<file path="src/rtl/seq_pkg.sv">
// Shared definitions for the serial frame transmitter: state encoding,
// default frame width and a small state decode helper.
package seq_pkg;

  localparam int WIDTH_DEF = 16;

  typedef enum logic [1:0] {
    IDLE  = 2'b00,
    SHIFT = 2'b01,
    DONE  = 2'b10
  } state_e;

  function automatic logic is_busy(input state_e s);
    return (s != IDLE);
  endfunction

endpackage

</file>
<file path="src/rtl/seq_tx_cnt.sv">
// Bit-position counter for seq_tx: cleared on frame accept, advances on
// unstalled shift edges and saturates at the last bit index.
module seq_tx_cnt
  import seq_pkg::*;
#(
  parameter int  WIDTH = WIDTH_DEF,
  localparam int CW    = $clog2(WIDTH)
) (
  input  logic clock,
  input  logic reset,
  input  logic clr,
  input  logic en,
  output logic last
);

  localparam logic [CW-1:0] LAST_IDX = CW'(WIDTH - 1);

  logic [CW-1:0] cnt_r;

  // Counter register; holding at LAST_IDX keeps it from wrapping mid-frame
  always_ff @(posedge clock or negedge reset) begin
    if (!reset) begin
      cnt_r <= {CW{1'b0}};
    end else if (clr) begin
      cnt_r <= {CW{1'b0}};
    end else if (en && !last) begin
      cnt_r <= cnt_r + CW'(1'b1);
    end else begin
      cnt_r <= cnt_r;
    end
  end

  assign last = (cnt_r == LAST_IDX);

endmodule

</file>
<file path="src/rtl/seq_tx.sv">
// LSB-first serial transmitter: loads a WIDTH-bit word on start, shifts it
// out with a stall input, then pulses done for one cycle.
module seq_tx
  import seq_pkg::*;
#(
  parameter int WIDTH = WIDTH_DEF
) (
  input  logic             clock,
  input  logic             reset,
  input  logic             start,
  input  logic [WIDTH-1:0] data,
  input  logic             pause,
  output logic             out,
  output logic             valid,
  output logic             busy,
  output logic             done
);

  state_e           state_r;
  state_e           next_s;
  logic [WIDTH-1:0] shift_r;
  logic [WIDTH-1:0] shift_nxt_s;
  logic             out_r;
  logic             valid_r;
  logic             busy_r;
  logic             done_r;
  logic             out_nxt_s;
  logic             valid_nxt_s;
  logic             done_nxt_s;
  logic             cnt_clr_s;
  logic             cnt_en_s;
  logic             last_s;

  seq_tx_cnt #(
    .WIDTH(WIDTH)
  ) u_cnt (
    .clock(clock),
    .reset(reset),
    .clr  (cnt_clr_s),
    .en   (cnt_en_s),
    .last (last_s)
  );

  // State register
  always_ff @(posedge clock or negedge reset) begin
    if (!reset) begin
      state_r <= IDLE;
    end else begin
      state_r <= next_s;
    end
  end

  // Next-state logic
  always_comb begin
    next_s = state_r;
    case (state_r)
      IDLE: begin
        if (start) next_s = SHIFT;
        else       next_s = IDLE;
      end
      SHIFT: begin
        if (!pause && last_s) next_s = DONE;
        else                  next_s = SHIFT;
      end
      DONE:    next_s = IDLE;
      default: next_s = IDLE;
    endcase
  end

  // Next values of the registered outputs, shift register and counter controls
  always_comb begin
    shift_nxt_s = shift_r;
    out_nxt_s   = 1'b0;
    valid_nxt_s = 1'b0;
    done_nxt_s  = 1'b0;
    cnt_clr_s   = 1'b0;
    cnt_en_s    = 1'b0;
    case (state_r)
      IDLE: begin
        if (start) begin
          shift_nxt_s = data;
          out_nxt_s   = data[0];
          valid_nxt_s = 1'b1;
          cnt_clr_s   = 1'b1;
        end else begin
          shift_nxt_s = shift_r;
        end
      end
      SHIFT: begin
        if (pause) begin
          out_nxt_s   = out_r;
          valid_nxt_s = valid_r;
        end else if (last_s) begin
          done_nxt_s  = 1'b1;
        end else begin
          // shift_r[0] always mirrors the bit currently on out
          shift_nxt_s = shift_r >> 1;
          out_nxt_s   = shift_r[1];
          valid_nxt_s = 1'b1;
          cnt_en_s    = 1'b1;
        end
      end
      DONE: begin
        shift_nxt_s = shift_r;
      end
      default: begin
        shift_nxt_s = shift_r;
      end
    endcase
  end

  // Datapath and output registers
  always_ff @(posedge clock or negedge reset) begin
    if (!reset) begin
      shift_r <= {WIDTH{1'b0}};
      out_r   <= 1'b0;
      valid_r <= 1'b0;
      busy_r  <= 1'b0;
      done_r  <= 1'b0;
    end else begin
      shift_r <= shift_nxt_s;
      out_r   <= out_nxt_s;
      valid_r <= valid_nxt_s;
      busy_r  <= is_busy(next_s);
      done_r  <= done_nxt_s;
    end
  end

  assign out   = out_r;
  assign valid = valid_r;
  assign busy  = busy_r;
  assign done  = done_r;

endmodule

</file>
<file path="config.mk">
export PLATFORM = sky130hd
export DESIGN_NAME = seq_tx
export DESIGN_NICKNAME = d
export VERILOG_FILES = /design/src/rtl/seq_pkg.sv /design/src/rtl/seq_tx_cnt.sv /design/src/rtl/seq_tx.sv
export SDC_FILE = /design/constraint.sdc
export NUM_CORES = 1
export LEC_CHECK = 0
export BUFFER_PORTS_ARGS = -buffer_cell sky130_fd_sc_hd__buf_2
export CAP_MARGIN = 20
export CELL_PAD_IN_SITES_DETAIL_PLACEMENT = 0
export CELL_PAD_IN_SITES_GLOBAL_PLACEMENT = 2
export CORE_ASPECT_RATIO = 0.5
export CORE_MARGIN = 2
export CORE_UTILIZATION = 36
export CTS_BUF_LIST = sky130_fd_sc_hd__clkbuf_16
export DETAILED_ROUTE_END_ITERATION = 7
export PLACE_DENSITY = 0.87
export RECOVER_POWER = 25
export SYNTH_ARGS = -nofsm -noshare
export SYNTH_HDL_FRONTEND = slang
export SYNTH_SLANG_ARGS = --single-unit
export TNS_END_PERCENT = 10
</file>
<file path="constraint.sdc">
create_clock -name clock -period 2.7 [get_ports clock]
set_input_delay 0.54 -clock clock [delete_from_list [all_inputs] [get_ports clock]]
set_output_delay 0.54 -clock clock [all_outputs]
set_load 0.005 [all_outputs]
</file>
# Yosys cells after proc, flatten, opt, wreduce, memory -nomap -nowiden
# Index checks and enable logic that the tools add are counted.
[classes]
add_sub_neg = 1
eq_ne = 5
mux = 23
reduce_logical = 9
[op_table]
columns = ["cell", "n"]
rows = [
  ["$mux 16", 3],
  ["$pmux 16 s2", 1],
  ["$mux 1", 13],
  ["$mux 4", 2],
  ["$ne 2x2->1 const B", 3],
  ["$reduce_bool 2->1", 3],
  ["$add 4x1->4 const B", 1],
  ["$eq 4x4->1 const B", 1],
  ["$pmux 1 s2", 2],
  ["$pmux 2 s2", 1],
  ["$reduce_and 4->1", 1],
  ["$eq 2x1->1 const B", 1],
  ["$logic_and 1x1->1", 2],
  ["$logic_not 1->1", 2],
  ["$logic_not 2->1", 1],
  ["$mux 2", 1],
]
[totals]
ff_bits = 26
inputBits = 20
elab_cells = 45

# Logic depth before layout (Yosys ltp)
# Gate-level depths: netlist of the first run.
[logic_depth]
depth_word = 7
mapped_depth = 6

# Cells and area by module
# Synthesis of the first run repeated with hierarchy kept, for this count alone.
[unflattened]
cells_unflattened = 91
hier_area_um2 = 1260.0
[modules_own_cells]
columns = ["mod", "n_inst", "cells_each", "area_per_inst_um2"]
rows = [
  ["seq_tx", 1, 71, 1031.0],
  ["seq_tx_cnt", 1, 20, 229.0],
]

# Worst setup path after synthesis of the first run
# OpenSTA, ideal clock, no wires.
[synth_path]
kind = "flip-flop to flip-flop"
from = "register u_cnt.cnt_r[0]"
to = "register shift_r[10]"
setup_time_ns = 0.125
t_arrival_ns = 1.791
t_required_ns = 2.575
slack_ns = 0.784
path_stages_with_launch = 7
period_less_slack_ns = 1.916
path_cell_list = "dfrtp_1 ha_1 and3_1 buf_6 a221oi_4 buf_12 mux2_4"
[synth_via]
elab_chain_len = 3
[synth_rtl]
columns = ["item", "line", "source"]
rows = [
  ["from (decl)", "seq_tx_cnt.sv:18", "logic [CW-1:0] cnt_r;"],
  ["from (signal assigned)", "seq_tx_cnt.sv:23", "cnt_r <= {CW{1'b0}};"],
  ["from (signal assigned)", "seq_tx_cnt.sv:25", "cnt_r <= {CW{1'b0}};"],
  ["from (signal assigned)", "seq_tx_cnt.sv:27", "cnt_r <= cnt_r + CW'(1'b1);"],
  ["$eq 4x4->1", "seq_tx_cnt.sv:33", "assign last = (cnt_r == LAST_IDX);"],
  ["$ne 2x2->1 (no source line)", "n/a", ""],
  ["$reduce_and 4->1 (no source line)", "n/a", ""],
  ["to (signal assigned)", "seq_tx.sv:115", "shift_r <= {WIDTH{1'b0}};"],
  ["to (signal assigned)", "seq_tx.sv:121", "shift_r <= shift_nxt_s;"],
  ["to (decl)", "seq_tx.sv:21", "logic [WIDTH-1:0] shift_r;"],
]
# No other way between the ends.
# A chain may end at the register's enable or synchronous reset.

# Worst setup path after layout of the first run
[layout_path]
from = "register u_cnt.cnt_r[0]"
to = "register shift_r[4]"
# The elaborated chain is that of the path after synthesis.

==> results.toml, run 1 <==
[setup_path]
start_kind = "flop"
end_kind = "flop"
cp_slowest_cell = "dfrtp_1"
worstPathArrival_ns = 2.11
crit_family = "flip-flops"
worstSetupPathType = "flop to flop"
path_cells = "ha_1 -> and3_1 -> a221oi_4 -> buf_4 -> mux2_2"
slowest_delay_ns = 0.41
crit_buf_inv = 1
cp_max_fo = 15
cp.required_ns = 2.84

[synthesis]
synth_xor_area_share_pct = 0
synth_area_um2 = 1250
synthCells = 95
yosys.area_share.adder_pct = 0.997
synth_fp_nets = 116
yosysSeqAreaShare_pct = 47.9
synth.distinct_cells = 28
avgSynthCellArea_um2 = 13.2
synth-compound-area-share_pct = 7.08
synth.area.mux_share_pct = 29.4
synth_warnings = 0
ys_ff_latch = 24
synth_top_cell_by_area = "dfrtp_1"
synth_top_family_by_area = "multiplexers"
ys_top_cells_by_area = "dfrtp_1 (48%), mux2_2 (17%), mux2_4 (11%)"
synth_simple_gate_area_share_pct = 9.67
synth_top_area_share_pct = 47.9

[sta]
max_freq_ghz = 0.507
slew_viol_final = 0
period_minus_slack_ns = 1.97
rsz0062_at_grt = "no"
skew_ns = 0.00459
finalCritPeriodShare_pct = 73.1
hold_viol = 0
relSlewSlack_pct = 15.1
tightest_slew_ns = 1.27
setup_viol = 0
tns_ns = 0

[clock_network]
cts-resized-gates = 0
htreeDepth = 1
cts_tree = "done"
clockBufferDepth = 2
clockRootBuffer = "clkbuf_16"
clock-sinks = 24
clock_latency_ns = 0.26
clkTransAtPathRegs_ns = 0.06
cts_buffers = 3
post-cts-setup-buffer-count = 0
hold_buffers = 0

[power]
peakVddDrop_mv = 0.522
power.density_nw_per_um2 = 1130
p_leak_nw = 0.688

[drt]
drt_first_pass_iters = 2
wl_per_cell_um = 13.2
via_count = 775
initialDrtViolationCount = 34
wl_um = 2110
drc = 0
ant_nets = 0
vias_per_cell = 4.84

[layout]
antenna_cells = 0
multi_input_area_um2 = 592
final_area_um2 = 1490
seq_area_um2 = 601
syn2layout_area_growth_pct = 18.4
finish.utilization_pct = 44.0
layout.nets = 140
fillers = 317
layout-drive-gt1-share_pct = 49.2

[placement]
hpwl_um = 1500
io_buffers = 23
gp_congestion = 0.751
dpl_cell_area_um2 = 1380

[hold_path]
min_path_type = "flop to flop"

[floorplanning]
die_area_um2 = 4000
coreArea_um2 = 3380
die_y_um = 45.8
die_w_um = 87.5
io_pins = 24
core.rowCount = 15
start_util_pct = 37.1

[outcome]
outcome = "complete, no violations"

[flow_run]
maxCapViolations = 0

[global_route]
first_global_vias = 775
grt_max_degree = 25
antenna_found_initial = 0
track_usage_pct = 12.1
gr-total-overflow = 0
grt_pass1_wl_um = 3620
==> state kept, by name (all words and copies together), names as in the netlist <==
register and count:
busy 1, done 1, out 1, shift_r 15, state_r 1, u_cnt.cnt_r 4, valid 1
==> path summary, 6_finish.rpt <==
path / cells past startpoint / end / startpoint / slack, ns
worst max register to register: 5 / shift_r[4] / u_cnt.cnt_r[0] / 0.73
worst min-delay path: 1 / shift_r[3] / shift_r[3] / 0.51
worst max-delay path: 5 / shift_r[4] / u_cnt.cnt_r[0] / 0.73
min in group asynchronous: 1 / shift_r[10] / reset / 0.55
max in group asynchronous: 1 / shift_r[2] / reset / 1.40
worst min register to register: 1 / shift_r[3] / shift_r[3] / 0.51
==> metrics by stage <==
| stage | setup WS [ns] | hold WS (ns) | power (W) | cells |
|---|---|---|---|---|
| 2_1_floorplan | 0.784 | 0.244 | 0.00117 | 95 |
| 6_report | 0.728 | 0.509 | 0.00168 | 160 |
| 3_5_place_dp | 0.734 | 0.491 | 0.00127 | 156 |
| 5_1_grt | 0.624 | 0.530 | 0.00179 | 160 |
| 3_3_place_gp | 0.767 | 0.485 | 0.00125 | 156 |
| 4_1_cts | 0.711 | 0.281 | 0.00170 | 160 |
==> synthesized netlist by cell type <==
cell type / instances
and3_1: 1
nor3b_1: 2
o311ai_0: 1
buf_6: 2
buf_12: 1
nor2b_1: 1
buf_2: 1
o21ai_0: 3
clkbuf_1: 2
or3b_2: 1
a221oi_4: 1
mux2i_1: 2
mux2_4: 9
ha_1: 1
a21oi_1: 3
mux2_2: 19
inv_1: 2
a32oi_1: 1
or3b_1: 2
dfrtp_1: 24
nor2_1: 1
nand2_1: 5
or3_1: 1
o31ai_1: 1
nor3_1: 2
nand2b_1: 3
nand3_1: 2
a211oi_1: 1
==> routing by layer <==
metal	routed length [µm]	share of wire [%]	GRT usage, %	vias up
met3	51	2.4	3.44	2
met1	1020	48	15.0	379
met2	1020	48	21.1	8
met5	0	0	0	-
met4	20	0.95	3.69	0
li1	-	-	-	386
==> layout make-up <==
type	instances	share of cell area (%)
repair buffers	25	8.67
inverters	2	0.505
clock inverters	1	2.02
multi-input cells	63	39.8
flip-flops and latches	24	40.4
well taps	42	3.54
clock buffers	3	5.05
==> cells by family (layout without fill, tap and decap cells) <==
logic type	Yosys count	in the layout
AO/OA/AOI/OAI	11	11
AND/OR/NAND/NOR	21	21
buffers and inverters	8	31
adder cells (fa/ha/maj)	1	1
multiplexers	30	30
flip-flops	24	24
==> placed cells by master, fill, tap and decap left out, types with 3 or more instances in the layout <==
cell and count:
o21ai_0 3, mux2_2 19, clkbuf_16 3, buf_2 22
nand2_1 5, dfrtp_1 24, nand2b_1 3, mux2_4 9
a21oi_1 3
==> power breakdown <==
part / switching [W] / internal [W]
clock network: 0.000123 / 0.000294
logic: 0.000234 / 0.000406
registers: 0.000103 / 0.000518
total: 0.000459 / 0.00122
No activity file was read; power rests on OpenSTA's default activity.
==> inputs of run 2 (changes only) <==
ABC_AREA = 1   (was not set)
CORE_UTILIZATION = 30   (was 36)
PLACE_DENSITY = 0.86   (was 0.87)
clock period = 2 ns   (was 2.7 ns; I/O delays follow)
==> run 2 against run 1 <==
Compared with the run above:
- combinational power down 18%
- register-to-register slack worse by 0.15 ns
- clock skew down 0.0015 ns
- final area down 1.3%
- sequential power up 25%
- worst hold slack worse by 0.081 ns
- largest power group is now registers
==> results.toml, run 2 <==
[setup_path]
timing.rr.start = "u_cnt.cnt_r[0]"
worstPathArrival_ns = 1.55
worstSetupPathType = "flop to flop"
start_kind = "flop"
cp.required_ns = 2.13
end_kind = "flop"
crit_start = "u_cnt.cnt_r[0]"
cp_max_fo = 17

[global_route]
track_usage_pct = 11.9
gr-total-overflow = 0
grtUsageMet1_pct = 15.8
first_global_vias = 979
grt_pass1_wl_um = 4370
grt_max_degree = 25
grt-busiest-layer = "met2"
grt_util_met3_pct = 3.67
antenna_found_initial = 0
grtUsageMet2_pct = 19.4

[layout]
layout.nets = 210
layout_commonest_cell = "nand2_1"
largest_reg_flops = 15
regMostFlops = "shift_r"
final_cell_mix = "nand2_1 (102), dfrtp_1 (24), buf_2 (22)"
seq_area_um2 = 601
fillers = 444
syn2layout_area_growth_pct = 17.2
top_regs = "shift_r x15, u_cnt.cnt_r x4"
multi_input_area_um2 = 562
layout-drive-gt1-share_pct = 20.7
antenna_cells = 0

[sta]
setup_viol = 0
skew_ns = 0.00306
relSlewSlack_pct = 11.5
fin_hold_ws_ns = 0.429
hold_viol = 0
tightest_slew_ns = 1.33
finalCritPeriodShare_pct = 71.2
tns_ns = 0
period_minus_slack_ns = 1.42
rsz0062_at_grt = "no"
fin_ws_ns = 0.576
slew_viol_final = 0
max_freq_ghz = 0.702

[floorplanning]
die_w_um = 95.4
io_pins = 24
die_area_um2 = 4740
core.rowCount = 16
coreArea_um2 = 3940
die_y_um = 49.7
start_util_pct = 31.8

[clock_network]
clock-sinks = 24
cts-resized-gates = 0
htreeDepth = 1
clockBufferDepth = 2
clock_latency_ns = 0.25
clockRootBuffer = "clkbuf_16"
cts_buffers = 3
hold_buffers = 0
clkTransAtPathRegs_ns = 0.06
cts_tree = "done"
post-cts-setup-buffer-count = 0

[placement]
hpwl_um = 1730
io_buffers = 23
gp_congestion = 0.712
dpl_worst_slack_ns = 0.560

[synthesis]
synth_top_area_share_pct = 48.0
synth_top_cell_by_area = "dfrtp_1"
yosys-top-cells-count = "nand2_1 (102), dfrtp_1 (24), nand3_1 (7)"
synthCells = 165
synth_area_um2 = 1250
synth_warnings = 0
synth.distinct_cells = 20
synthArstFlopShare_pct = 100
synth_fp_nets = 186
avgSynthCellArea_um2 = 7.59
ys_top_cells_by_area = "dfrtp_1 (48%), nand2_1 (31%), nand3_1 (2.8%)"
yosysMostFrequentCell = "nand2_1"
ys_ff_latch = 24
yosysSeqAreaShare_pct = 48.0
synth_edf_count = 0
synth_top_flop_cell = "dfrtp_1"

[power]
peakVddDrop_mv = 0.430
total_power_w = 0.00173
power.density_nw_per_um2 = 1180
p_leak_nw = 0.855

[drt]
vias_per_cell = 4.19
ant_nets = 0
initialDrtViolationCount = 62
drc = 0
drt_first_pass_iters = 4
via_count = 1015
wl_per_cell_um = 10.3
wl_um = 2480

[hold_path]
min_path_type = "input port to async pin"

[flow_run]
maxCapViolations = 0

[outcome]
outcome = "complete, no violations"
==> run 2: cell types whose count changed after synthesis, moves of 5 or more <==
cell,delta
inv_2,+5
mux2_2,-19
mux2_4,-9
nand2_1,+97
nand3_1,+5
==> run 2: path summary, 6_finish.rpt <==
path / endpoint / slack (ns) / depth (start not counted)
max: u_cnt.cnt_r[2] / 0.58 / 5
min: shift_r[8] / 0.43 / 1
max reg2reg: u_cnt.cnt_r[2] / 0.58 / 5
min reg2reg: shift_r[8] / 0.47 / 2
max in group asynchronous: shift_r[5] / 0.79 / 1
min in group clock: shift_r[2] / 0.44 / 5
==> run 2: cell type report <==
| type | instances | area share (%) |
|---|---|---|
| clock buffer | 3 | 5.12 |
| clock inverter | 1 | 0.256 |
| inverter | 10 | 2.56 |
| multi-input combinational | 126 | 38.3 |
| sequential | 24 | 40.9 |
| tap | 54 | 4.60 |
| timing repair buffer | 24 | 8.27 |
==> run 2: report_power, final <==
part,internal [W],leakage (nW),total (W),switching [W]
sequential,0.000658,0.311,0.000779,0.000121
combinational,0.000214,0.505,0.000527,0.000313
clock,0.000267,0.0385,0.000428,0.000161
total,0.00114,0.855,0.00173,0.000595
==> run 2: layer usage <==
layer,part of all wire [%],vias up
met3,3.3,0
met2,46,13
met4,0,0
li1,-,548
met1,50,454
met5,0,-
==> run 2: per-stage QoR <==
step | util (%) | instance area (µm²) | std cells
global placement | 35.2 | 1390 | 238
detailed placement | 35.2 | 1390 | 238
floorplan | - | 1250 | 165
global route | 37.2 | 1470 | 242
finish | 37.2 | 1470 | 242
CTS | 37.2 | 1470 | 242
==> run 2: critical path, stage by stage, from the launching register on <==
cell	delay, ns
dfrtp_1	0.41
ha_1	0.28
nand3_2	0.13
nand3_1	0.09
nand2_2	0.27
o21ai_0	0.12
==> run 2: logic make-up (layout without fill, tap and decap cells) <==
group | Yosys count | after routing | share of synthesized area [%]
adders and majority gates | 1 | 1 | 0.999
buffers and inverters | 15 | 38 | 7.19
DFF | 24 | 24 | 48.0
xor gates and xnor gates | 1 | 1 | 0.699
and+or+nand+nor | 122 | 122 | 42.4
AOI/OAI and AO/OA | 2 | 2 | 0.799
